## src/rtl/mwc_exp_table.sv

```systemverilog
// Expected (address, data) table: synchronous write, combinational read at rd_idx.
// Write lands on the next edge; read is same-cycle; no flow control.
module mwc_exp_table #(
  parameter int ADDR_W = 32,
  parameter int DATA_W = 32,
  parameter int DEPTH  = 8,
  parameter int IDX_W  = 3
) (
  input  logic              clk,
  input  logic              we,
  input  logic [IDX_W-1:0]  wr_idx,
  input  logic [ADDR_W-1:0] wr_addr,
  input  logic [DATA_W-1:0] wr_data,
  input  logic [IDX_W-1:0]  rd_idx,
  output logic [ADDR_W-1:0] rd_addr,
  output logic [DATA_W-1:0] rd_data
);

  logic [ADDR_W-1:0] addr_mem [DEPTH];
  logic [DATA_W-1:0] data_mem [DEPTH];

  // Contents deliberately survive reset so a run can be restarted without reloading.
  always_ff @(posedge clk) begin
    if (we && (int'(wr_idx) < DEPTH)) begin
      addr_mem[wr_idx] <= wr_addr;
      data_mem[wr_idx] <= wr_data;
    end
  end

  assign rd_addr = addr_mem[rd_idx];
  assign rd_data = data_mem[rd_idx];

endmodule

```

## config.mk

```make
export PLATFORM = sky130hd
export DESIGN_NAME = mwc_exp_table
export DESIGN_NICKNAME = d
export VERILOG_FILES = /design/src/rtl/mwc_exp_table.sv
export SDC_FILE = /design/constraint.sdc
export NUM_CORES = 1
export LEC_CHECK = 0
export CORE_ASPECT_RATIO = 1.4
export CORE_MARGIN = 5
export CORE_UTILIZATION = 53
export CTS_CLUSTER_DIAMETER = 150
export DETAILED_ROUTE_END_ITERATION = 12
export PLACE_DENSITY = 0.78
export SLEW_MARGIN = 0
export SYNTH_ARGS = -nofsm -noshare
export SYNTH_HDL_FRONTEND = slang
export SYNTH_SLANG_ARGS = --single-unit
export TNS_END_PERCENT = 20
```

## constraint.sdc

```tcl
create_clock -name clk -period 5.8 [get_ports clk]
set_input_delay 1.16 -clock clk [delete_from_list [all_inputs] [get_ports clk]]
set_output_delay 1.16 -clock clk [all_outputs]
set_load 0.02 [all_outputs]
```

==> run summary <==
Fin. max-slew vios: 0
Cell Area, Synth: 19300 um2
Port bufs: 135
Hold buffer count at CTS: 0
Postcts setup bufs: 0
Final Setup Violations: 0
Most frequent cells in the layout: edfxtp_1 (512), clkdlybuf4s50_1 (132), mux4_2 (128)
Post-synthesis cell type count: 12
Number of vias per cell: 5.90
Wire length per cell: 25.9 um
Most common cell after layout, fill and taps aside: edfxtp_1
Unrepaired setup endpoints after global routing: false
Syn nets: 824
Routed Antenna Nets: 0
First-pass GRT wire length: 55600 um
Placed Area: 21300 um2
Clock Power Share: 0.375
NetSw: 1540 uW
Max frequency: 223 MHz
Slew headroom: 0.322
Seq cells post-synth: 512
Pleak: 0.00709 uW
Post-route minimum period: 4.49 ns
Grt ovf: 0
Synth top area share: 0.798
Routability Congestion: 0.686
Seq pwr share: 0.551
Syn_area_per_cell: 25.6 um2
Largest net degree at the start of global routing: 65
CTS tree: done
Worst Path Required: 4.64 ns
Initial DRC Count: 710
Gate Count Post-Synth: 752
# resized after CTS: 0
Die area: 40300 um2
DRC violations left: 0
Status: finished, final reports clean
Clk slew on worst S/H paths: 0.07 ns
Standard-cell rows: 82
Final hold vios: 0
Fin nets: 986
Total number of vias: 8308
CP Capture Type: primary output
Vias in the first global route: 8886
CP startpoint kind: primary input
Total Wirelength: 36400 um
Synth warnings: 0
Initial core utilization: 0.537
Area leader, netlist: edfxtp_1
HPWL Detailed: 19700 um
Diode count: 0
H-tree levels: 2
HP Class: primary input to flop
Part of the cycle the worst path needs: 0.774
Dpl ws: 1.25 ns
Core area: 35900 um2
Die Span Y: 236 um
Ranking of synthesized cells by area: edfxtp_1 (80%), mux4_2 (15%), mux2_2 (3.7%)
Antenna violations before repair: 1
Top-Level Pins: 136
Root Driver: clkbuf_16
Sw Ratio: 0.201
Placed cells: 1330
Clock sink count: 512
Crit path to: rd_data[21]
Clock buffer count from CTS: 44
Pwr Total: 7670 uW
Worst Tran Pin Value: 1.01 ns
Detailed Routing Iterations Pass 1: 5
Crit-path max FO: 35
Min Hold Slack: 1.33 ns
Max clock buf depth: 3
Global Route Usage Sum: 0.183
Final non-filler cell total: 1407
Int Power: 6130 uW
Layout cells sized above 1: 0.294
Peak supply drop: 0.243 mV
Crit path kind: primary input to primary output
MaxCap Viol Count: 0
Worst Path Arrival: 3.33 ns
Synth-to-layout area growth: 17.8%
Crit path from: rd_idx[0]
Setup ws final: 1.31 ns
Post-route cell area: 22700 um2
Cell Pwr Density: 338 nW/um2
Combinational Power Share: 0.074
Die W: 171 um
Sequential fraction of the synthesis area: 0.798
-- sequential cells by signal (all words and copies together) (netlist names) --
signal and cells:
addr_mem 256, data_mem 256
-- logic make-up (layout without fill, tap and decap cells) --
logic type,after synthesis,after routing,synth area share
flops,512,512,0.798
buf+inv,35,228,0.0119
simple gates,13,13,0.00305
mux,192,192,0.187
-- worst min-delay path by stage --
| stage | startpoint | end | slack [ns] | cells after the start |
|---|---|---|---|---|
| after global routing | wr_addr[9] | addr_mem[4][9]$_DFFE_PP_ | 1.33 | 1 |
| after CTS | wr_data[11] | data_mem[4][11]$_DFFE_PP_ | 1.31 | 1 |
| after global placement | wr_addr[20] | addr_mem[4][20]$_DFFE_PP_ | 1.88 | 1 |
| final | wr_addr[20] | addr_mem[1][20]$_DFFE_PP_ | 1.33 | 1 |
| after detailed placement | wr_data[11] | data_mem[1][11]$_DFFE_PP_ | 1.90 | 1 |
| after floorplan | wr_addr[0] | addr_mem[0][0]$_DFFE_PP_ | 1.26 | 0 |
-- cell type report --
type / instances / area (um2)
well taps: 462 / 578
multi-input cells: 205 / 3720
clock buffers: 57 / 1170
flip-flops and latches: 512 / 15400
fillers: 2374 / 13200
clock inverters: 20 / 231
repair buffers: 151 / 1620
-- critical path, cell delays in order --
cell and delay (ns):
clkbuf_8 0.39, buf_4 0.38, mux4_2 0.55, mux2_2 0.30, clkdlybuf4s50_1 0.55
-- stage by stage --
step / setup TNS [ns] / util
floorplan: -24.95 / -
global placement: 0 / 0.593
detailed placement: 0 / 0.593
CTS: 0 / 0.632
global route: 0 / 0.632
finish: 0 / 0.632
-- power by group through the flow --
| stage | Combinational, uW | Sequential, uW | Clock (uW) |
|---|---|---|---|
| floorplan | 317 | 4300 | 0 |
| global placement | 571 | 4290 | 0 |
| detailed placement | 579 | 4300 | 0 |
| CTS | 582 | 4230 | 2930 |
| global route | 606 | 4230 | 3090 |
| finish | 571 | 4220 | 2880 |
-- metal layers --
metal,global-route usage,share of wire
met1,0.245,0.39
met2,0.320,0.54
met3,0.0270,0.048
met4,0.0430,0.018
met5,0,0.00036
-- Yosys cell counts --
cell type  number
edfxtp_1      512
nor3_1          2
nor2_1          6
nand2b_1        3
buf_1           9
buf_6          11
clkbuf_1        9
mux2_2         64
mux4_2        128
buf_4           3
buf_2           3
nand2_1         2
(Power assumes the default switching activity.)
